===== src/rtl/onehot_decode_pipe.sv =====
`default_nettype none
// ============================================================================
// Module      : onehot_decode_pipe
// Description : Decodes 3-bit binary codes to 8-bit one-hot words through a
//               2-entry valid/ready FIFO. It counts delivered words in an
//               8-bit wrapping counter. When the DEC_ACCUM_EN macro is
//               defined, it also keeps a sticky OR of delivered words
//               (ports seen / seen_clr).
// Revision    : 1.0 - initial release
// ============================================================================
module onehot_decode_pipe (
    input  logic       clk,
    input  logic       rst_n,
    input  logic [2:0] in_code,
    input  logic       in_valid,
    output logic       in_ready,
    input  logic       en,
    output logic [7:0] out_onehot,
    output logic       out_valid,
    input  logic       out_ready,
    output logic [7:0] dec_cnt
`ifdef DEC_ACCUM_EN
    ,
    input  logic       seen_clr,
    output logic [7:0] seen
`endif
);

    typedef enum logic [1:0] {
        EMPTY = 2'd0,
        ONE   = 2'd1,
        FULL  = 2'd2
    } state_t;

    state_t     r_state;
    state_t     w_state_nxt;
    logic [2:0] r_head;     // oldest buffered code, presented at the output
    logic [2:0] r_tail;     // second code, valid only in FULL
    logic [7:0] r_dec_cnt;
    logic       w_accept;
    logic       w_pop;

    // Reset gating keeps in_ready low for the whole time rst_n is asserted,
    // even though the state already reads EMPTY then.
    assign in_ready   = rst_n && en && (r_state != FULL);
    assign out_valid  = (r_state != EMPTY);
    assign out_onehot = out_valid ? (8'h01 << r_head) : 8'h00;
    assign dec_cnt    = r_dec_cnt;

    assign w_accept = in_valid && in_ready;
    assign w_pop    = out_valid && out_ready;

    // Occupancy state register
    always_ff @(posedge clk or negedge rst_n) begin
        if (!rst_n) begin
            r_state <= EMPTY;
        end else begin
            r_state <= w_state_nxt;
        end
    end

    // Next occupancy from accept/pop of this cycle
    always_comb begin
        w_state_nxt = r_state;
        case (r_state)
            EMPTY: begin
                if (w_accept) w_state_nxt = ONE;
            end
            ONE: begin
                if (w_accept && !w_pop)      w_state_nxt = FULL;
                else if (!w_accept && w_pop) w_state_nxt = EMPTY;
            end
            FULL: begin
                if (w_pop) w_state_nxt = ONE;
            end
            default: w_state_nxt = EMPTY;
        endcase
    end

    // FIFO storage: head is always the oldest entry; tail shifts into head on pop
    always_ff @(posedge clk or negedge rst_n) begin
        if (!rst_n) begin
            r_head <= 3'b000;
            r_tail <= 3'b000;
        end else begin
            case (r_state)
                EMPTY: begin
                    if (w_accept) r_head <= in_code;
                end
                ONE: begin
                    if (w_accept && w_pop)   r_head <= in_code;
                    else if (w_accept)       r_tail <= in_code;
                end
                FULL: begin
                    if (w_pop) r_head <= r_tail;
                end
                default: begin
                    r_head <= 3'b000;
                end
            endcase
        end
    end

    // Completed output handshakes, wrapping at 8 bits
    always_ff @(posedge clk or negedge rst_n) begin
        if (!rst_n) begin
            r_dec_cnt <= 8'h00;
        end else if (w_pop) begin
            r_dec_cnt <= r_dec_cnt + 8'h01;
        end
    end

`ifdef DEC_ACCUM_EN
    logic [7:0] r_seen;

    assign seen = r_seen;

    // Sticky OR of delivered words; a clear that lands on a delivery keeps
    // only that delivered word.
    always_ff @(posedge clk or negedge rst_n) begin
        if (!rst_n) begin
            r_seen <= 8'h00;
        end else if (seen_clr) begin
            r_seen <= w_pop ? out_onehot : 8'h00;
        end else if (w_pop) begin
            r_seen <= r_seen | out_onehot;
        end
    end
`endif

endmodule
`default_nettype wire


===== config.mk =====
export PLATFORM = sky130hd
export DESIGN_NAME = onehot_decode_pipe
export DESIGN_NICKNAME = d
export VERILOG_FILES = /design/src/rtl/onehot_decode_pipe.sv
export SDC_FILE = /design/constraint.sdc
export NUM_CORES = 1
export LEC_CHECK = 0
export CORE_MARGIN = 4
export CORE_UTILIZATION = 64
export DETAILED_ROUTE_END_ITERATION = 16
export DONT_BUFFER_PORTS = 1
export HOLD_SLACK_MARGIN = 0.1
export MAX_ROUTING_LAYER = met4
export PLACE_DENSITY = 0.8
export SYNTH_ARGS = -nofsm -noshare
export SYNTH_HDL_FRONTEND = slang
export SYNTH_SLANG_ARGS = --single-unit

===== constraint.sdc =====
create_clock -name clk -period 3.8 [get_ports clk]
set_input_delay 0 -clock clk [delete_from_list [all_inputs] [get_ports clk]]
set_output_delay 0 -clock clk [all_outputs]
set_load 0.01 [all_outputs]

# [After elaboration in Yosys (flattened, before gate mapping)]
# Index checks and enable logic that the tools add are counted.
# W data, S select, Z words.
[classes] addsub=1 n_mul=0 n_div=0 order_cmp=0 n_eq_ne=7 shifts=1 n_mux=10 bitwise_logic=1 n_reduce_logical=14
[ops] operator="$mux W3" n=3
[ops] operator="$pmux W3 S3" n=1
[ops] operator="$reduce_and A3 Y1" n=3
[ops] operator="$add A8 B1 Y8 const B" n=1
[ops] operator="$mux W2" n=4
[ops] operator="$mux W8" n=1
[ops] operator="$ne A2 B2 Y1 const B" n=4
[ops] operator="$shl A1 B3 Y8 const A" n=1
[ops] operator="$logic_and A1 B1 Y1" n=7
[ops] operator="$pmux W2 S3" n=1
[ops] operator="$ne A3 B3 Y1 const B" n=1
[ops] operator="$eq A2 B1 Y1 const B" n=1
[ops] operator="$eq A2 B2 Y1 const B" n=1
[ops] operator="$logic_not A1 Y1" n=2
[ops] operator="$logic_not A2 Y1" n=1
[ops] operator="$reduce_bool A2 Y1" n=1
[ops] operator="$not A1 Y1" n=1
[word_totals] reg_bits=16 latch_bits=0 mem_bits_rw=0 mem_bits_ro=0 input_bits=8 memories=0

# [Depth between registers and ports, before layout]
# Gate-level depths: netlist (run 1).
[depth] word_depth=8 mapped_depth=8

# [Least setup slack after synthesis (run 1)]
# Ideal clock, no wire load.
[synth_timing] kind="reg-to-reg" start="register r_state[1]" end="register r_tail[0]" arrival_ps=1663 setup_slack_ps=2012 path_stages_with_launch=8 path_buffers=1 period_less_slack_ps=1788 path_cell_list="dfrtp_1 clkbuf_2 and2b_1 nor2_1 and2_1 ha_1 nand3b_1 mux2_2"
[synth_between] elab_chain_cells=6 word_cells_on_any_way=9 cone_classes="eq/ne (2); bitwise (1); reduce/logical (6)"
[synth_rtl] item="start: declaration" line_no="35" rtl="state_t r_state;"
[synth_rtl] item="start signal: assignment" line_no="58" rtl="r_state <= w_state_nxt;"
[synth_rtl] item="$ne A2 B2 Y1 *" line_no="45" rtl="assign in_ready = rst_n && en && (r_state != FULL);"
[synth_rtl] item="$logic_and A1 B1 Y1 *" line_no="45"
[synth_rtl] item="named net in_ready" line_no="16" rtl="output logic in_ready,"
[synth_rtl] item="$logic_and A1 B1 Y1 *" line_no="50" rtl="assign w_accept = in_valid && in_ready;"
[synth_rtl] item="$logic_and A1 B1 Y1" line_no="91" rtl="if (w_accept && w_pop) r_head <= in_code;"
[synth_rtl] item="$not A1 Y1 (no source line)"
[synth_rtl] item="$reduce_and A3 Y1 (no source line) *"
[synth_rtl] item="end signal: assignment" line_no="92" rtl="else if (w_accept) r_tail <= in_code;"
[synth_rtl] item="end: declaration" line_no="38" rtl="logic [2:0] r_tail;"
# The timed path passes the listed nets; every way through them passes the cells marked *.
# A chain may end at the register's enable or synchronous reset.

# [Worst setup path after layout (run 1)]
[layout_timing] start="input rst_n" end="register r_head[1]"
[layout_between] elab_chain_cells=6 word_cells_on_any_way=7 cone_classes="eq/ne (2); reduce/logical (5)"
[layout_rtl] item="start: declaration" line_no="13" rtl="input logic rst_n,"
[layout_rtl] item="$logic_and A1 B1 Y1 * (2 in a row)" line_no="45"
[layout_rtl] item="$logic_and A1 B1 Y1 *" line_no="50"
[layout_rtl] item="$logic_and A1 B1 Y1" line_no="91"
[layout_rtl] item="$ne A2 B2 Y1 (no source line)"
[layout_rtl] item="$reduce_and A3 Y1 (no source line) *"
[layout_rtl] item="end signal: assignment" line_no="88" rtl="if (w_accept) r_head <= in_code;"
[layout_rtl] item="end signal: assignment" line_no="91"
[layout_rtl] item="end signal: assignment" line_no="95" rtl="if (w_pop) r_head <= r_tail;"
[layout_rtl] item="end: declaration" line_no="37" rtl="logic [2:0] r_head;"
# Every way passes the cells marked *; elsewhere a longest branch is shown, timed or not.

==> results.txt, run 1 <==
Die area -> 1970 µm²
Final TNS setup -> 0 ns
Final worst slack -> 1.75 ns
Worst Hold Path Cells -> 3
Seq/Total Area, Yosys -> 47.3%
Antenna Cells -> 0
Power Total -> 0.637 mW
Port bufs -> 0
TritonCTS clock tree -> done
Final setup viols -> 0
Max Cap Violations -> 0
Fill cells -> 67
Final wirelength -> 1780 µm
Area grow syn2layout -> 12.4%
Sw Pwr -> 0.269 mW
Hold Buf Count CTS -> 7
Slew at the pin closest to its max-slew limit -> 0.789 ns
Leakage -> 0.458 nW
Clk pin slew, worst setup/hold paths -> 0.09 ns
Drt drc -> 0
Via count of the routed design -> 654
Fin. Hold Viols -> 0
Met3 global-route usage -> 6.91%
Yosys cell types -> 27
DRT Pass-1 Iters -> 5
CTS Buf Count -> 3
Clock latency on the worst-skew pair -> 0.29 ns
Ports -> 26
Syn Inst Count -> 84
Setup bufs post-CTS -> 0
Reg-to-reg startpoint -> r_state[1]
Crit-path max FO -> 17
Layout cell share with drive strength beyond 1 -> 11.8%
H-tree Lvls -> 1
Gr usage total -> 21.4%
Combinational power share -> 35.1%
HPWL after DPL -> 1200 µm
Die width -> 44.4 µm
Net Count, Synth -> 95
Core box area -> 1170 µm²
Reg power frac -> 50.8%
ANT nets after route -> 0
Hold Startpoint -> in_valid
Crit. End Element -> flip-flop
Mapped Area -> 847 µm²
Clk Tree Root Cell -> clkbuf_4
Reg2reg path depth -> 6
Unrepaired setup endpoints after global routing -> false
M2 GR Usage -> 31.4%
DIE HEIGHT -> 44.4 µm
CP arrival -> 2.27 ns
Final GP Congestion -> 0.846
WP data required -> 4.02 ns
CP Class -> input pin to flip-flop
Switching share of total power -> 42.3%
Gr ovfl total -> 0
Global-route wire length before repair -> 2910 µm
Final min period -> 2.05 ns
# rows -> 12
Status -> finished clean
Vias in the first global route -> 626
Clk pwr share -> 14.1%
Final nets -> 106
Initial antenna violation count -> 0
Resized Gates After CTS -> 0
R2R Path End -> r_tail[1]
Int Pwr -> 0.367 mW
Worst slack, placed -> 1.89 ns
Per-cell routed wire length -> 16.6 µm
Fmax -> 488 MHz
Post-layout util -> 81.3%
#FFs+latches synth -> 16
Slew Limit Headroom -> 47.2%
Warnings, synthesis -> 0
Largest net degree at the start of global routing -> 18
Clk buf depth -> 2
Syn Area/Cell -> 10.1 µm²
DRT iter0 DRCs -> 19
Vias per cell -> 6.11
GR Util met1 -> 27.0%
Part of the cycle the worst path needs -> 54.0%
Pwr per Cell Area -> 669 nW/µm²
Worst Setup SP -> rst_n
Clock sink count -> 16
Fin. max-slew vios -> 0
Flop-to-flop setup slack -> 1.82 ns
Worst clock skew -> 0.000638 ns
CP Launch Type -> input pin
Peak supply drop -> 0.000461 V
WHS Endpoint -> r_state[1]
Most used routing layer -> met2
HP Class -> input pin to flip-flop
Initial Util -> 72.3%
-- per-layer routing --
layer | vias to the layer above | routed length (µm)
li1 | 304 | -
met1 | 304 | 766
met2 | 38 | 829
met3 | 8 | 142
met4 | 0 | 41
met5 | - | 0
-- worst max-delay path by stage --
stage	end	slack, ns	cells after the start
final	r_head[1]	1.75	5
after detailed placement	r_tail[1]	1.89	6
after floorplan	r_tail[0]	2.01	7
after global placement	r_tail[1]	1.94	6
after CTS	r_head[1]	1.68	5
after global routing	r_head[1]	1.61	5
-- through the flow --
stage	hold slack (ns)	std cells	cell area, µm²
floorplan	-0.296	84	847
global placement	-0.295	97	860
detailed placement	-0.295	97	860
CTS	0.105	107	952
global route	0.113	107	952
finish	0.0964	107	952
-- power by group through the flow --
| stage | combinational, mW | clock (mW) | sequential [mW] |
|---|---|---|---|
| finish | 0.224 | 0.0895 | 0.324 |
| global route | 0.249 | 0.102 | 0.334 |
| global placement | 0.202 | 0 | 0.323 |
| CTS | 0.220 | 0.0878 | 0.321 |
| floorplan | 0.181 | 0 | 0.307 |
| detailed placement | 0.208 | 0 | 0.326 |
-- synth_stat cells --
library cell / n / area (µm²)
dfrtp_1: 16 / 400
o22ai_1: 1 / 6.26
inv_2: 1 / 3.75
nand2_1: 11 / 41.3
and2b_1: 4 / 30.0
inv_1: 4 / 15.0
clkbuf_2: 1 / 5.00
o21ai_2: 1 / 8.76
nand4b_4: 1 / 23.8
nor2_1: 8 / 30.0
nand3b_1: 1 / 7.51
a22oi_1: 1 / 7.51
nor3_1: 4 / 20.0
ha_1: 3 / 37.5
xor2_1: 3 / 26.3
mux2_2: 3 / 33.8
mux2i_1: 3 / 30.0
a21oi_1: 4 / 20.0
nor3b_1: 1 / 7.51
and3_1: 1 / 6.26
nand2b_1: 1 / 6.26
xnor2_1: 4 / 35.0
a21oi_2: 1 / 8.76
nand3_1: 1 / 5.00
and2_1: 1 / 6.26
or2_2: 1 / 6.26
nand4_1: 3 / 18.8
-- registers in the layout (all words and copies together), names as in the netlist --
| register | flops |
|---|---|
| r_head | 3 |
| r_state | 2 |
| r_tail | 3 |
| dec_cnt | 8 |
-- area by class of cell --
type,instances,area (µm²),share of cell area [%]
tap,14,17.5,1.84
sequential,16,400,42.0
multi-input combinational,62,423,44.4
clock buffer,3,22.5,2.37
inverter,5,18.8,1.97
timing repair buffer,7,70.1,7.36
-- layout by cell type (no fill, tap or decap) --
master and count:
inv_1 4, nand4_1 3, dfrtp_1 16, ha_1 3, xnor2_1 4, nand4b_4 1
clkbuf_4 3, nand3_1 1, nand2_1 11, nand3b_1 1, nor3_1 4, mux2i_1 3
a22oi_1 1, o22ai_1 1, nor2_1 8, a21oi_1 4, and3_1 1, dlygate4sd3_1 7
nand2b_1 1, mux2_2 3, xor2_1 3, o21ai_2 1, nor3b_1 1, a21oi_2 1
or2_2 1, and2b_1 4, inv_2 1, and2_1 1
-- logic make-up after synthesis --
logic type,after synthesis,share of synthesized area (%)
flops,16,47.3
fa+ha+maj,3,4.43
xor+xnor,7,7.24
compound gates,8,6.06
mux,6,7.53
buf+inv,6,2.80
simple gates,38,24.7
-- worst max-delay path, stage by stage --
cell           delay, ns
dlygate4sd3_1       1.05
nand4b_4            0.14
dlygate4sd3_1       0.62
a21oi_2             0.24
mux2i_1             0.22
No activity file was read; power rests on OpenSTA's default activity.
==> run 2, diff against run 1 <==
Settings changed: CORE_UTILIZATION 64 to 59, PLACE_DENSITY 0.8 to 0.75.
Clock period 3.8 ns to 2 ns, I/O delays scaled along.
==> run 2 against run 1 <==
Combinational power up 87%; cell area is 1.7% higher; total power increased by 89%; register-to-register slack worse by 1.7 ns; critical endpoint is now r_tail[0]; sequential cell count unchanged.
==> results.txt, run 2 (same netlist as run 1, synthesis figures left out) <==
Status -> finished clean (unchanged)
Crit. End Element -> flip-flop (unchanged)
Clk buf depth -> 2 (unchanged)
Die area -> 2110 µm² (was 1970 µm²)
DRT iter0 DRCs -> 7 (was 19)
WP data required -> 2.18 ns (was 4.02 ns)
Peak supply drop -> 0.000666 V (was 0.000461 V)
Switching share of total power -> 41.2% (was 42.3%)
Clock sink count -> 16 (unchanged)
Max Cap Violations -> 0 (unchanged)
Initial antenna violation count -> 0 (unchanged)
Gr ovfl total -> 0 (unchanged)
Vias in the first global route -> 581 (was 626)
Crit-path max FO -> 11 (was 17)
Int Pwr -> 0.707 mW (was 0.367 mW)
Per-cell routed wire length -> 14.5 µm (was 16.6 µm)
Fin. Hold Viols -> 0 (unchanged)
Sw Pwr -> 0.495 mW (was 0.269 mW)
Die width -> 45.9 µm (was 44.4 µm)
Leading cell type in the layout, fill and taps excluded -> dfrtp_1 (unchanged)
Ports -> 26 (unchanged)
Worst slack, placed -> 0.195 ns (was 1.89 ns)
HPWL after DPL -> 1180 µm (was 1200 µm)
CP Class -> flip-flop to flip-flop (was input pin to flip-flop)
TritonCTS clock tree -> done (unchanged)
Final setup viols -> 0 (unchanged)
Final nets -> 108 (was 106)
Final GP Congestion -> 0.901 (was 0.846)
Slew at the pin closest to its max-slew limit -> 0.800 ns (was 0.789 ns)
Combinational power share -> 34.9% (was 35.1%)
Unrepaired setup endpoints after global routing -> false (unchanged)
Final TNS setup -> 0 ns (unchanged)
Part of the cycle the worst path needs -> 93.1%
Clk Tree Root Cell -> clkbuf_4 (unchanged)
Clk pwr share -> 14.1% (about the same)
Via count of the routed design -> 623 (was 654)
Final worst slack -> 0.138 ns (was 1.75 ns)
# rows -> 13 (was 12)
Clock latency on the worst-skew pair -> 0.29 ns (about the same)
Largest net degree at the start of global routing -> 18 (unchanged)
Max FFs per register -> 8 (unchanged)
Clk pin slew, worst setup/hold paths -> 0.09 ns (about the same)
Gr usage total -> 18.1% (was 21.4%)
Antenna Cells -> 0 (unchanged)
ANT nets after route -> 0 (unchanged)
Final min period -> 1.86 ns
Global-route wire length before repair -> 2530 µm (was 2910 µm)
Initial Util -> 63.5% (was 72.3%)
Area grow syn2layout -> 14.3% (was 12.4%)
Most frequent cells in the layout -> dfrtp_1 (16), nand2_1 (11), nor2_1 (8), dlygate4sd3_1 (7) (unchanged)
Fin. max-slew vios -> 0 (unchanged)
DRT Pass-1 Iters -> 4 (was 5)
Port bufs -> 0 (unchanged)
Layout cell share with drive strength beyond 1 -> 13.7% (was 11.8%)
Final wirelength -> 1590 µm (was 1780 µm)
Slew Limit Headroom -> 46.5% (was 47.2%)
DIE HEIGHT -> 45.9 µm (was 44.4 µm)
H-tree Lvls -> 1 (unchanged)
CP arrival -> 2.04 ns (was 2.27 ns)
Fmax -> 537 MHz
Leakage -> 0.469 nW (was 0.458 nW)
Drt drc -> 0 (unchanged)
Resized Gates After CTS -> 0 (unchanged)
Core box area -> 1330 µm² (was 1170 µm²)
HP Class -> input pin to async pin (was input pin to flip-flop)
CTS Buf Count -> 3 (unchanged)
Vias per cell -> 5.66 (was 6.11)
CP Launch Type -> flip-flop (was input pin)
Pwr per Cell Area -> 1240 nW/µm² (was 669 nW/µm²)
Reg power frac -> 51.1% (was 50.8%)
Worst clock skew -> 0.00285 ns (was 0.000638 ns)
-- run 2: cell count changes in the layout (fill, tap and decap cells not counted) --
cell,change
buf_4,+2
-- run 2: worst paths after layout --
| path | from | to | slack, ns | cells after the start |
|---|---|---|---|---|
| worst min-delay path | rst_n | dec_cnt[7] | 0.23 | 1 |
| worst min register to register | r_tail[1] | r_tail[1] | 0.52 | 1 |
| min in group clk | en | in_ready | 0.23 | 3 |
| max in group asynchronous | rst_n | r_tail[1] | 1.27 | 1 |
| worst max register to register | r_state[1] | r_tail[0] | 0.14 | 6 |
| worst max-delay path | r_state[1] | r_tail[0] | 0.14 | 6 |
-- run 2: layout make-up --
type	count	area, µm²
clock buffers	3	22.5
fillers	103	365
inverters	5	18.8
multi-input cells	62	423
flip-flops and latches	16	400
well taps	15	18.8
repair buffers	9	85.1
-- run 2: power by group through the flow --
stage / clock [mW] / sequential (mW) / combinational (mW)
3_3_place_gp: 0 / 0.613 / 0.394
2_1_floorplan: 0 / 0.584 / 0.344
6_report: 0.169 / 0.614 / 0.419
5_1_grt: 0.193 / 0.633 / 0.481
4_1_cts: 0.175 / 0.613 / 0.427
3_5_place_dp: 0 / 0.620 / 0.403
-- run 2: repair_timing --
item                                   4_1_cts  5_1_grt
endpoints found under the hold margin       29        0
buffers inserted                             0        0
hold buffers                                 7        0
-- run 2: metal layers --
metal / track usage [%] / vias up / wire length (µm)
li1: - / 306 / -
met1: 20.8 / 292 / 721
met4: 10.2 / 0 / 33
met2: 26.6 / 22 / 701
met3: 7.11 / 3 / 137
met5: - / - / 0
-- run 2: per-stage QoR --
stage	utilization, %	cells	hold slack [ns]	total power, mW	cell area, µm²
finish	72.6	110	0.231	1.20	968
floorplan	-	84	-0.296	0.928	847
global route	72.6	110	0.242	1.31	968
detailed placement	65.7	100	-0.295	1.02	876
global placement	65.7	100	-0.295	1.01	876
CTS	72.6	110	0.227	1.22	968
-- run 2: critical path: stages (launching register included) --
cell,delay [ns]
dfrtp_1,0.52
and2b_1,0.26
nor2_1,0.08
and2_1,0.19
ha_1,0.19
nand3b_1,0.17
mux2_2,0.36
==> run 3, diff against run 2 <==
Settings changed: CORE_ASPECT_RATIO from default to 1.1.
==> run 3 against run 2 <==
Critical endpoint is now r_tail[2]; sequential power is 1% lower; global-route usage rose by 1.1 points; clock power grew 24%; setup slack better by 0.033 ns; register-to-register slack better by 0.03 ns; total power rose by 6.4%; sequential cell count did not move; sequential share of layout area shrank 0.94 points; combinational power increased by 11%.
==> results.txt, run 3 (same netlist as run 1, synthesis figures left out) <==
Hold WS -> 0.138 ns (was 0.231 ns)
ANT nets after route -> 0 (unchanged)
Slew at the pin closest to its max-slew limit -> 0.828 ns (was 0.800 ns)
Int Pwr -> 0.761 mW (was 0.707 mW)
Final instance area -> 991 µm² (was 968 µm²)
Crit. End Element -> flip-flop (unchanged)
Peak supply drop -> 0.000848 V (was 0.000666 V)
Initial Util -> 62.0% (was 63.5%)
Pwr per Cell Area -> 1290 nW/µm² (was 1240 nW/µm²)
Per-cell routed wire length -> 15.4 µm (was 14.5 µm)
Gr usage total -> 19.3% (was 18.1%)
Unrepaired setup endpoints after global routing -> false (unchanged)
Max FFs per register -> 8 (unchanged)
Global-route wire length before repair -> 2780 µm (was 2530 µm)
Most frequent cells in the layout -> dfrtp_1 (16), nand2_1 (11), nor2_1 (8), dlygate4sd3_1 (7) (unchanged)
Fill cells -> 102 (was 103)
Final wirelength -> 1740 µm (was 1590 µm)
CP Launch Type -> flip-flop (unchanged)
Max Cap Violations -> 0 (unchanged)
Worst Setup SP -> r_state[1] (unchanged)
DRT Pass-1 Iters -> 4 (unchanged)
CTS Buf Count -> 3 (unchanged)
Ports -> 26 (unchanged)
Via count of the routed design -> 622 (was 623)
Final TNS setup -> 0 ns (unchanged)
Area after DPL -> 885 µm² (was 876 µm²)
H-tree Lvls -> 1 (unchanged)
Drt drc -> 0 (unchanged)
Clk pin slew, worst setup/hold paths -> 0.09 ns (about the same)
Antenna Cells -> 0 (unchanged)
Slew Limit Headroom -> 44.6% (was 46.5%)
Part of the cycle the worst path needs -> 91.4% (was 93.1%)
HP Class -> input pin to flip-flop (was input pin to async pin)
Fin. max-slew vios -> 0 (unchanged)
Final nets -> 109 (was 108)
Area grow syn2layout -> 17.0% (was 14.3%)
Core box area -> 1370 µm² (was 1330 µm²)
Hold Startpoint -> in_valid
Clock latency on the worst-skew pair -> 0.28 ns (was 0.29 ns)
Vias in the first global route -> 653 (was 581)
Layout cell share with drive strength beyond 1 -> 15.5% (was 13.7%)
Final worst slack -> 0.171 ns (was 0.138 ns)
Clk buf depth -> 2 (unchanged)
# rows -> 14 (was 13)
Clk pwr share -> 16.3% (was 14.1%)
Crit-path max FO -> 11 (unchanged)
Setup bufs post-CTS -> 0 (unchanged)
Worst clock skew -> 0.00822 ns (was 0.00285 ns)
Post-layout util -> 72.5% (was 72.6%)
Reg-to-reg startpoint -> r_state[1] (unchanged)
Fmax -> 547 MHz (was 537 MHz)
Fin. Hold Viols -> 0 (unchanged)
Sw Pwr -> 0.518 mW (was 0.495 mW)
Combinational power share -> 36.3% (was 34.9%)
Leakage -> 0.481 nW (was 0.469 nW)
Switching share of total power -> 40.5% (was 41.2%)
HPWL after DPL -> 1350 µm (was 1180 µm)
Final setup viols -> 0 (unchanged)
DRT iter0 DRCs -> 2 (was 7)
WP data required -> 2.16 ns (was 2.18 ns)
Die width -> 44.1 µm (was 45.9 µm)
Clock sink count -> 16 (unchanged)
Largest net degree at the start of global routing -> 18 (unchanged)
Vias per cell -> 5.50 (was 5.66)
Final GP Congestion -> 0.791 (was 0.901)
Reg power frac -> 47.4% (was 51.1%)
CP arrival -> 1.99 ns (was 2.04 ns)
Final min period -> 1.83 ns (was 1.86 ns)
Worst slack, placed -> 0.171 ns (was 0.195 ns)
Initial antenna violation count -> 0 (unchanged)
TritonCTS clock tree -> done (unchanged)
Gr ovfl total -> 0 (unchanged)
Leading cell type in the layout, fill and taps excluded -> dfrtp_1 (unchanged)
Clk Tree Root Cell -> clkbuf_4 (unchanged)
DIE HEIGHT -> 47.7 µm (was 45.9 µm)
CP Class -> flip-flop to flip-flop (unchanged)
Die area -> 2110 µm² (about the same)
Status -> finished clean (unchanged)
Port bufs -> 0 (unchanged)
-- run 3: metrics by stage --
| step | cells | power (mW) |
|---|---|---|
| final | 113 | 1.28 |
| after global routing | 113 | 1.37 |
| after CTS | 113 | 1.29 |
| after detailed placement | 102 | 1.06 |
| after global placement | 102 | 1.03 |
| after floorplan | 84 | 0.928 |
-- run 3: power groups by stage --
| stage | sequential (mW) | combinational [mW] | clock [mW] |
|---|---|---|---|
| 2_1_floorplan | 0.584 | 0.344 | 0 |
| 3_3_place_gp | 0.608 | 0.424 | 0 |
| 3_5_place_dp | 0.612 | 0.447 | 0 |
| 4_1_cts | 0.606 | 0.470 | 0.215 |
| 5_1_grt | 0.627 | 0.517 | 0.231 |
| 6_report | 0.606 | 0.465 | 0.209 |
-- run 3: worst paths after layout --
| path | endpoint | slack (ns) | depth (start not counted) |
|---|---|---|---|
| min in group asynchronous | r_state[0] | 0.25 | 1 |
| min reg2reg | r_tail[0] | 0.52 | 1 |
| min | r_state[1] | 0.14 | 3 |
| max reg2reg | r_tail[2] | 0.17 | 6 |
| max | r_tail[2] | 0.17 | 6 |
| max in group asynchronous | dec_cnt[2] | 1.23 | 1 |
-- run 3: routing by layer --
metal | vias to the layer above | GRT usage (%) | routed length (µm)
met1 | 288 | 18.9 | 649
li1 | 311 | - | -
met5 | - | - | 0
met3 | 0 | 4.89 | 154
met4 | 0 | 5.42 | 0
met2 | 23 | 37.5 | 937
-- run 3: what timing repair did --
action | in CTS | in global routing
hold buffers | 7 | 0
gates resized for setup | 0 | 0
hold endpoints to repair | 29 | 0
-- run 3: final cells by class --
type                            instances  area, µm²  share of cell area, %
Multi-Input combinational cell         62        423                   42.7
Sequential cell                        16        400                   40.4
Timing Repair Buffer                   10       92.6                   9.34
Clock buffer                            4       36.3                   3.66
Tap cell                               16       20.0                   2.02
Inverter                                5       18.8                   1.89
-- run 3: worst max-delay path, cell delays in order, from the launching register on --
cell	delay, ns
dfrtp_1	0.51
and2b_1	0.25
nor2_1	0.07
and2_1	0.18
ha_1	0.18
nand3b_1	0.17
mux2_2	0.36
